**src/rtl/ofs_fim_pcie_hdr_split_if.sv**
```systemverilog
// Stream bundle for the PCIe SS TLP header/data splitter: source in, header out, data out.
// master = the environment around the splitter, slave = the splitter itself.
interface ofs_fim_pcie_hdr_split_if #(
    parameter int TDATA_W = 512,
    parameter int HDR_W   = 256,
    parameter int TUSER_W = 10
);
    logic                   s_tvalid;
    logic                   s_tready;
    logic [TDATA_W-1:0]     s_tdata;
    logic [TDATA_W/8-1:0]   s_tkeep;
    logic                   s_tlast;
    logic [TUSER_W-1:0]     s_tuser;

    logic                   h_tvalid;
    logic                   h_tready;
    logic [HDR_W-1:0]       h_tdata;
    logic [TUSER_W-1:0]     h_tuser;
    logic                   h_has_data;

    logic                   d_tvalid;
    logic                   d_tready;
    logic [TDATA_W-1:0]     d_tdata;
    logic [TDATA_W/8-1:0]   d_tkeep;
    logic                   d_tlast;
    logic [15:0]            d_byte_cnt;

    modport master (
        output s_tvalid, s_tdata, s_tkeep, s_tlast, s_tuser, h_tready, d_tready,
        input  s_tready, h_tvalid, h_tdata, h_tuser, h_has_data,
        input  d_tvalid, d_tdata, d_tkeep, d_tlast, d_byte_cnt
    );

    modport slave (
        input  s_tvalid, s_tdata, s_tkeep, s_tlast, s_tuser, h_tready, d_tready,
        output s_tready, h_tvalid, h_tdata, h_tuser, h_has_data,
        output d_tvalid, d_tdata, d_tkeep, d_tlast, d_byte_cnt
    );
endinterface

```
**src/rtl/ofs_fim_pcie_hdr_split.sv**
```systemverilog
// Splits the in-band TLP header onto a FIFO-backed header stream and re-aligns payload to bit 0.
// Optional feature: define OFS_FIM_PCIE_HDR_SPLIT_BYTE_CNT_EN to enable the payload byte counter.
module ofs_fim_pcie_hdr_split #(
    parameter int TDATA_W        = 512,
    parameter int HDR_W          = 256,
    parameter int TUSER_W        = 10,
    parameter int HDR_FIFO_DEPTH = 4
) (
    input  logic                                clk,
    input  logic                                rst_n,
    ofs_fim_pcie_hdr_split_if.slave             bus,
    output logic [$clog2(HDR_FIFO_DEPTH):0]     hdr_fifo_cnt
);
    localparam int KW = TDATA_W / 8;
    localparam int HK = HDR_W / 8;
    localparam int UW = TDATA_W - HDR_W;
    localparam int UK = KW - HK;
    localparam int AW = $clog2(HDR_FIFO_DEPTH);
    localparam int CW = AW + 1;
    localparam int EW = HDR_W + TUSER_W + 1;

    localparam logic [1:0] ST_SOP   = 2'd0;
    localparam logic [1:0] ST_BODY  = 2'd1;
    localparam logic [1:0] ST_DRAIN = 2'd2;

    logic [1:0]         state_q, state_d;
    logic [UW-1:0]      prev_data_q, prev_data_d;
    logic [UK-1:0]      prev_keep_q, prev_keep_d;

    logic               d_tvalid_q, d_tvalid_d;
    logic [TDATA_W-1:0] d_tdata_q, d_tdata_d;
    logic [KW-1:0]      d_tkeep_q, d_tkeep_d;
    logic               d_tlast_q, d_tlast_d;

    logic [EW-1:0]      h_ent_q, h_ent_d;
    logic               h_tvalid_q, h_tvalid_d;
    logic [EW-1:0]      hdr_mem [HDR_FIFO_DEPTH];
    logic [AW-1:0]      wr_ptr_q, wr_ptr_d;
    logic [AW-1:0]      rd_ptr_q, rd_ptr_d;
    logic [CW-1:0]      arr_cnt_q, arr_cnt_d;

    logic               s_tready_c;
    logic               acc;
    logic               d_free;
    logic               fifo_full;
    logic               upper_has;
    logic               push;
    logic               pop;
    logic               out_load;
    logic               mem_we;
    logic               d_load;
    logic [EW-1:0]      push_ent;

    assign upper_has    = |bus.s_tkeep[KW-1:HK];
    assign d_free       = !d_tvalid_q || bus.d_tready;
    assign hdr_fifo_cnt = arr_cnt_q + CW'(h_tvalid_q);
    assign fifo_full    = (hdr_fifo_cnt == CW'(HDR_FIFO_DEPTH));
    assign s_tready_c   = rst_n && (((state_q == ST_SOP) && !fifo_full && d_free) ||
                                    ((state_q == ST_BODY) && d_free));
    assign acc          = bus.s_tvalid && s_tready_c;
    assign push         = acc && (state_q == ST_SOP);
    assign pop          = h_tvalid_q && bus.h_tready;
    assign out_load     = !h_tvalid_q || pop;
    assign push_ent     = {bus.s_tdata[HDR_W-1:0], bus.s_tuser, upper_has};

    always_comb begin
        state_d     = state_q;
        prev_data_d = prev_data_q;
        prev_keep_d = prev_keep_q;
        d_tvalid_d  = d_tvalid_q && !bus.d_tready;
        d_tdata_d   = d_tdata_q;
        d_tkeep_d   = d_tkeep_q;
        d_tlast_d   = d_tlast_q;
        d_load      = 1'b0;
        case (state_q)
            ST_SOP: begin
                if (acc) begin
                    if (!bus.s_tlast) begin
                        state_d = ST_BODY;
                    end else if (upper_has) begin
                        state_d = ST_DRAIN;
                    end
                end
            end
            ST_BODY: begin
                if (acc) begin
                    d_load    = 1'b1;
                    d_tdata_d = {bus.s_tdata[HDR_W-1:0], prev_data_q};
                    d_tkeep_d = {bus.s_tkeep[HK-1:0], prev_keep_q};
                    // A last beat with upper bytes left over needs one more beat from DRAIN
                    d_tlast_d = bus.s_tlast && !upper_has;
                    if (bus.s_tlast) begin
                        state_d = upper_has ? ST_DRAIN : ST_SOP;
                    end
                end
            end
            ST_DRAIN: begin
                if (d_free) begin
                    d_load    = 1'b1;
                    d_tdata_d = {{HDR_W{1'b0}}, prev_data_q};
                    d_tkeep_d = {{HK{1'b0}}, prev_keep_q};
                    d_tlast_d = 1'b1;
                    state_d   = ST_SOP;
                end
            end
            default: state_d = ST_SOP;
        endcase
        if (d_load) begin
            d_tvalid_d = 1'b1;
        end
        if (acc) begin
            prev_data_d = bus.s_tdata[TDATA_W-1:HDR_W];
            prev_keep_d = bus.s_tkeep[KW-1:HK];
        end
    end

    // Header FIFO: array behind a registered head; an empty array lets a push bypass to the head.
    always_comb begin
        h_ent_d    = h_ent_q;
        h_tvalid_d = h_tvalid_q && !pop;
        rd_ptr_d   = rd_ptr_q;
        wr_ptr_d   = wr_ptr_q;
        arr_cnt_d  = arr_cnt_q;
        mem_we     = 1'b0;
        if (out_load) begin
            if (arr_cnt_q != '0) begin
                h_ent_d    = hdr_mem[rd_ptr_q];
                h_tvalid_d = 1'b1;
                rd_ptr_d   = rd_ptr_q + 1'b1;
                arr_cnt_d  = arr_cnt_d - 1'b1;
            end else if (push) begin
                h_ent_d    = push_ent;
                h_tvalid_d = 1'b1;
            end
        end
        if (push && !(out_load && (arr_cnt_q == '0))) begin
            mem_we    = 1'b1;
            wr_ptr_d  = wr_ptr_q + 1'b1;
            arr_cnt_d = arr_cnt_d + 1'b1;
        end
    end

    always_ff @(posedge clk) begin
        if (mem_we) begin
            hdr_mem[wr_ptr_q] <= push_ent;
        end
    end

    always_ff @(posedge clk) begin
        if (!rst_n) begin
            state_q     <= ST_SOP;
            prev_data_q <= '0;
            prev_keep_q <= '0;
            d_tvalid_q  <= 1'b0;
            d_tdata_q   <= '0;
            d_tkeep_q   <= '0;
            d_tlast_q   <= 1'b0;
            h_ent_q     <= '0;
            h_tvalid_q  <= 1'b0;
            rd_ptr_q    <= '0;
            wr_ptr_q    <= '0;
            arr_cnt_q   <= '0;
        end else begin
            state_q     <= state_d;
            prev_data_q <= prev_data_d;
            prev_keep_q <= prev_keep_d;
            d_tvalid_q  <= d_tvalid_d;
            d_tdata_q   <= d_tdata_d;
            d_tkeep_q   <= d_tkeep_d;
            d_tlast_q   <= d_tlast_d;
            h_ent_q     <= h_ent_d;
            h_tvalid_q  <= h_tvalid_d;
            rd_ptr_q    <= rd_ptr_d;
            wr_ptr_q    <= wr_ptr_d;
            arr_cnt_q   <= arr_cnt_d;
        end
    end

`ifdef OFS_FIM_PCIE_HDR_SPLIT_BYTE_CNT_EN
    logic [15:0] byte_cnt_q, byte_cnt_d;
    logic [15:0] beat_bytes;

    always_comb begin
        beat_bytes = '0;
        for (int i = 0; i < KW; i++) begin
            beat_bytes = beat_bytes + 16'(d_tkeep_d[i]);
        end
        byte_cnt_d = byte_cnt_q;
        if (d_tvalid_q && bus.d_tready && d_tlast_q) begin
            byte_cnt_d = '0;
        end
        if (d_load) begin
            byte_cnt_d = byte_cnt_d + beat_bytes;
        end
    end

    always_ff @(posedge clk) begin
        if (!rst_n) begin
            byte_cnt_q <= '0;
        end else begin
            byte_cnt_q <= byte_cnt_d;
        end
    end

    assign bus.d_byte_cnt = byte_cnt_q;
`else
    assign bus.d_byte_cnt = '0;
`endif

    assign bus.s_tready   = s_tready_c;
    assign bus.h_tvalid   = h_tvalid_q;
    assign bus.h_tdata    = h_ent_q[EW-1 -: HDR_W];
    assign bus.h_tuser    = h_ent_q[TUSER_W:1];
    assign bus.h_has_data = h_ent_q[0];
    assign bus.d_tvalid   = d_tvalid_q;
    assign bus.d_tdata    = d_tdata_q;
    assign bus.d_tkeep    = d_tkeep_q;
    assign bus.d_tlast    = d_tlast_q;
endmodule

```
**src/flat_wrapper.sv**
```systemverilog
// flat-port wrapper written by rule: the top's interface ports become plain ports
module ofs_fim_pcie_hdr_split_flat 
#(
    parameter int TDATA_W        = 512,
    parameter int HDR_W          = 256,
    parameter int TUSER_W        = 10,
    parameter int HDR_FIFO_DEPTH = 4
)
  (clk, rst_n, hdr_fifo_cnt, bus_s_tvalid, bus_s_tdata, bus_s_tkeep, bus_s_tlast, bus_s_tuser, bus_h_tready, bus_d_tready, bus_s_tready, bus_h_tvalid, bus_h_tdata, bus_h_tuser, bus_h_has_data, bus_d_tvalid, bus_d_tdata, bus_d_tkeep, bus_d_tlast, bus_d_byte_cnt);
  ofs_fim_pcie_hdr_split_if #(.TDATA_W(TDATA_W), .HDR_W(HDR_W), .TUSER_W(TUSER_W)) bus_i ();
  input  logic clk;
  input  logic rst_n;
  output logic [$clog2(HDR_FIFO_DEPTH):0] hdr_fifo_cnt;
  input wire logic [$bits(bus_i.s_tvalid)-1:0] bus_s_tvalid;
  input wire logic [$bits(bus_i.s_tdata)-1:0] bus_s_tdata;
  input wire logic [$bits(bus_i.s_tkeep)-1:0] bus_s_tkeep;
  input wire logic [$bits(bus_i.s_tlast)-1:0] bus_s_tlast;
  input wire logic [$bits(bus_i.s_tuser)-1:0] bus_s_tuser;
  input wire logic [$bits(bus_i.h_tready)-1:0] bus_h_tready;
  input wire logic [$bits(bus_i.d_tready)-1:0] bus_d_tready;
  output wire logic [$bits(bus_i.s_tready)-1:0] bus_s_tready;
  output wire logic [$bits(bus_i.h_tvalid)-1:0] bus_h_tvalid;
  output wire logic [$bits(bus_i.h_tdata)-1:0] bus_h_tdata;
  output wire logic [$bits(bus_i.h_tuser)-1:0] bus_h_tuser;
  output wire logic [$bits(bus_i.h_has_data)-1:0] bus_h_has_data;
  output wire logic [$bits(bus_i.d_tvalid)-1:0] bus_d_tvalid;
  output wire logic [$bits(bus_i.d_tdata)-1:0] bus_d_tdata;
  output wire logic [$bits(bus_i.d_tkeep)-1:0] bus_d_tkeep;
  output wire logic [$bits(bus_i.d_tlast)-1:0] bus_d_tlast;
  output wire logic [$bits(bus_i.d_byte_cnt)-1:0] bus_d_byte_cnt;
  assign bus_i.s_tvalid = bus_s_tvalid;
  assign bus_i.s_tdata = bus_s_tdata;
  assign bus_i.s_tkeep = bus_s_tkeep;
  assign bus_i.s_tlast = bus_s_tlast;
  assign bus_i.s_tuser = bus_s_tuser;
  assign bus_i.h_tready = bus_h_tready;
  assign bus_i.d_tready = bus_d_tready;
  assign bus_s_tready = bus_i.s_tready;
  assign bus_h_tvalid = bus_i.h_tvalid;
  assign bus_h_tdata = bus_i.h_tdata;
  assign bus_h_tuser = bus_i.h_tuser;
  assign bus_h_has_data = bus_i.h_has_data;
  assign bus_d_tvalid = bus_i.d_tvalid;
  assign bus_d_tdata = bus_i.d_tdata;
  assign bus_d_tkeep = bus_i.d_tkeep;
  assign bus_d_tlast = bus_i.d_tlast;
  assign bus_d_byte_cnt = bus_i.d_byte_cnt;
  ofs_fim_pcie_hdr_split #(.TDATA_W(TDATA_W), .HDR_W(HDR_W), .TUSER_W(TUSER_W), .HDR_FIFO_DEPTH(HDR_FIFO_DEPTH)) u_core (.clk(clk), .rst_n(rst_n), .bus(bus_i), .hdr_fifo_cnt(hdr_fifo_cnt));
endmodule
```
**config.mk**
```make
export PLATFORM = sky130hd
export DESIGN_NAME = ofs_fim_pcie_hdr_split_flat
export DESIGN_NICKNAME = d
export VERILOG_FILES = /design/src/rtl/ofs_fim_pcie_hdr_split_if.sv /design/src/rtl/ofs_fim_pcie_hdr_split.sv /design/src/flat_wrapper.sv
export SDC_FILE = /design/constraint.sdc
export NUM_CORES = 2
export LEC_CHECK = 0
export ABC_AREA = 0
export BUFFER_PORTS_ARGS = -buffer_cell sky130_fd_sc_hd__buf_2
export CORE_AREA = 8 8 554 556
export CTS_CLUSTER_DIAMETER = 200
export DETAILED_ROUTE_END_ITERATION = 6
export DIE_AREA = 0 0 562 564
export PLACE_DENSITY = 0.47
export SETUP_SLACK_MARGIN = 0.2
export SYNTH_ARGS = -nofsm -noshare
export SYNTH_HDL_FRONTEND = slang
export SYNTH_SLANG_ARGS = --single-unit
```
**constraint.sdc**
```tcl
create_clock -name clk -period 10.8 [get_ports clk]
set_input_delay 2.16 -clock clk [delete_from_list [all_inputs] [get_ports clk]]
set_output_delay 2.16 -clock clk [all_outputs]
set_load 0.01 [all_outputs]
```
==> results_dict.tcl <==
set metrics [dict create \
    status "finished, final reports clean" \
    place.gp.congestion 0.8663 \
    ir_drop_mv 0.2270 \
    timing.fmax_mhz 190.8 \
    yosysMostFrequentCell "nand2_1" \
    min_period_ns 5.242 \
    hold_viol 0 \
    rsz0062_at_grt "no" \
    nets 8633 \
    cp.arrival_ns 3.08 \
    place_area_mm2 0.09384 \
    worstHoldPathCells 2 \
    core-area_mm2 0.2983 \
    clkTransAtPathRegs_ns 0.06 \
    numClockSinks 2213 \
    routed-via-count 58728 \
    path_cells "buf_8, o21ai_0, nor2_1, buf_2" \
    cts_hold_buf 0 \
    synth_flop_cell "dfxtp_1" \
    cp-start-kind "primary input" \
    power_density_mw_per_mm2 262.5 \
    die_area_mm2 0.3170 \
    rr_worst_depth 8 \
    die_h_um 564 \
    grt.overflow.total 0 \
    clockBufferDepth 4 \
    port_buffers 1441 \
    area_growth_syn_to_layout_pct 23.60 \
    drt_iter0_drc 4611 \
    synth-edff-count 1068 \
    grt_pass1_vias 57474 \
    finClkSkew_ns 0.05610 \
    synthCells 6788 \
    cp_slowest_cell "buf_2" \
    antenna_found_initial 154 \
    cp-end-kind "primary output" \
    critical_path_class "in -> out" \
    cp_num_buf_inv 2 \
    ys_ff_latch 2213 \
    dr.pass1.iters 5 \
    cp.depth 4 \
    antenna_left 0 \
    syn_area_mm2 0.08317 \
    synth_top_cell_area_share 0.3856 \
    cts_setup_buffers 0 \
    worst_slew_pin_slew_ns 1.223 \
    cts_made_buffers 264 \
    wirelength_um 323300 \
    hold_path_class "reg -> reg" \
    p_switching_mw 9.375 \
    fillCellCount 29998 \
    internal_power_mw 17.61 \
    critPathMaxStageDelay_ns 0.26 \
    post-route-period-util 0.4854 \
    cts_root_buffer "clkbuf_16" \
    synth_common_cells "1,978 x nand2_1, 1,145 x dfxtp_1, 1,068 x edfxtp_1, 865 x a21boi_0, 300 x clkbuf_1" \
    postLayoutCoreUtil 0.3447 \
    final_area_mm2 0.1028 \
    cts_resized 0 \
    avgSynthCellArea_um2 12.25 \
    p_clk_frac 0.336 \
    cp_top_family "buffers and inverters" \
    seq_power_share 0.391 \
    cp.required_ns 8.64 \
    dp_hpwl_um 222200 \
    relSlewSlack 0.1847 \
    io_pins 1458 \
    netlist_top_cells_area "edfxtp_1 39%, dfxtp_1 28%, nand2_1 8.9%" \
    combPwrFrac 0.273 \
    fp.dieW_um 562 \
    drv_cap 0 \
    final.setup.tns_ns 0 \
    async_flop_share 0 \
    grt_max_degree 218 \
    routed_via_density 4.796 \
    maxSlewViolCount 0 \
    htreeDepth 5 \
    seq_area_frac_synth 0.6612 \
    clkLatencyLatePin_ns 0.89 \
    synth_top_area_cell "edfxtp_1" \
    routedWlPerCell_um 26.40 \
    start_util 0.2789 \
    switching_share 0.3474 \
    leakage_nw 37.24 \
    crit_fanout 39 \
    tritoncts "yes" \
    grt_pass1_wl_um 447600 \
    ys_types 40 \
    yosysWarnings 0 \
    finalSetupViolCount 0 \
    drc 0 \
    fp-row-count 201 \
    grt_usage 0.1928 \
    drive_gt1_frac 0.2667 \
]
==> through the flow <==
step / setup WS, ns / hold WS (ns) / cells / total power [mW]
floorplan: 1.076 / 0.4412 / 6803 / 15.11
global placement: 4.744 / 0.4463 / 11721 / 18.21
detailed placement: 4.695 / 0.4539 / 11721 / 18.28
CTS: 5.510 / 0.4573 / 12203 / 27.43
global route: 5.499 / 0.4742 / 12209 / 28.33
finish: 5.558 / 0.4481 / 12245 / 26.99
==> layout make-up <==
class                   instances  area, um2  area share
flip-flops and latches       2213      55000      0.5350
multi-input cells            4035      25880      0.2518
repair buffers               1506       7973     0.07755
clock buffers                 376       7645     0.07436
well taps                    3958       4952     0.04817
clock inverters               106       1212     0.01179
diodes                         42      105.1    0.001022
inverters                       9      33.78   0.0003286
==> path summary, 6_finish.rpt <==
check                                 startpoint                                   to  slack, ns
max                                        rst_n                         bus_s_tready       5.56
min          u_core.prev_data_q[14]$_SDFFE_PN0P_  u_core.bus.d_tdata[14]$_SDFFE_PN0P_       0.45
max reg2reg       u_core.bus.h_tvalid$_SDFF_PN0_     u_core.hdr_mem[0][133]$_DFFE_PP_       6.30
min reg2reg  u_core.prev_data_q[14]$_SDFFE_PN0P_  u_core.bus.d_tdata[14]$_SDFFE_PN0P_       0.45
==> kinds of logic (layout without fill, tap and decap cells) <==
kind of cell	Yosys count	count (layout)	share of synthesized area
AO/OA/AOI/OAI	1421	1421	0.1159
XOR/XNOR	8	8	0.0009328
adder cells (fa/ha/maj)	12	12	0.001805
buffers and inverters	555	1997	0.02932
flip-flops	2213	2213	0.6612
multiplexers	269	269	0.07254
other	1	58	0.00004509
AND/OR/NAND/NOR	2309	2309	0.1182
==> placed cells by master (no fill, tap or decap), types with 3 or more instances in the layout <==
| cell | Yosys | routed |
|---|---|---|
| nand3b_1 | 288 | 288 |
| and2_4 | 0 | 4 |
| buf_4 | 20 | 44 |
| clkbuf_16 | 0 | 272 |
| edfxtp_1 | 1068 | 1068 |
| nor2b_1 | 7 | 6 |
| clkbuf_1 | 300 | 58 |
| a31oi_1 | 266 | 266 |
| diode_2 | 0 | 42 |
| ha_1 | 12 | 11 |
| nor4_1 | 8 | 8 |
| o21ai_1 | 23 | 23 |
| and2_1 | 8 | 4 |
| bufinv_16 | 0 | 14 |
| conb_1 | 1 | 16 |
| clkinv_8 | 0 | 7 |
| a21oi_1 | 5 | 5 |
| mux4_2 | 267 | 267 |
| buf_2 | 224 | 1440 |
| nand4_1 | 4 | 4 |
| a21boi_0 | 865 | 865 |
| nand3_1 | 3 | 3 |
| clkinv_16 | 0 | 5 |
| clkinv_1 | 0 | 15 |
| o21ai_0 | 251 | 249 |
| clkinvlp_4 | 0 | 4 |
| nand2_1 | 1978 | 1978 |
| inv_1 | 9 | 9 |
| clkinv_2 | 0 | 41 |
| clkbuf_8 | 0 | 44 |
| buf_12 | 0 | 21 |
| dfxtp_1 | 1145 | 1143 |
| inv_6 | 0 | 11 |
| nor2_1 | 7 | 6 |
| inv_16 | 0 | 5 |
| xnor2_1 | 6 | 6 |
==> registers in the layout, summed over array words and instances (netlist names), named ones only <==
register	count
u_core.prev_data_q	256
u_core.bus.d_tkeep	64
u_core.rd_ptr_q	2
u_core.state_q	2
u_core.hdr_mem	1068
u_core.arr_cnt_q	3
u_core.bus.d_tlast	1
u_core.bus.d_tdata	512
u_core.bus.d_tvalid	1
u_core.wr_ptr_q	2
u_core.bus.h_tvalid	1
u_core.prev_keep_q	32
u_core.h_ent_q	267
==> routing by layer <==
metal	routed length (um)	GRT usage
met1	136100	0.2508
met2	145600	0.3032
met3	31400	0.07108
met4	9325	0.05103
met5	833	0
==> tightest hold or removal path, stage by stage, from the launching register on <==
cell	delay (ns)
dfxtp_1	0.31
nand2_1	0.06
a21boi_0	0.06
==> power by group through the flow <==
stage,Clock (mW),Sequential [mW],Combinational (mW)
6_report,9.06,10.6,7.38
2_1_floorplan,0,10.9,4.19
3_3_place_gp,0,10.7,7.52
5_1_grt,9.61,10.7,8.04
4_1_cts,9.29,10.6,7.57
3_5_place_dp,0,10.7,7.55
(Power assumes the default switching activity.)
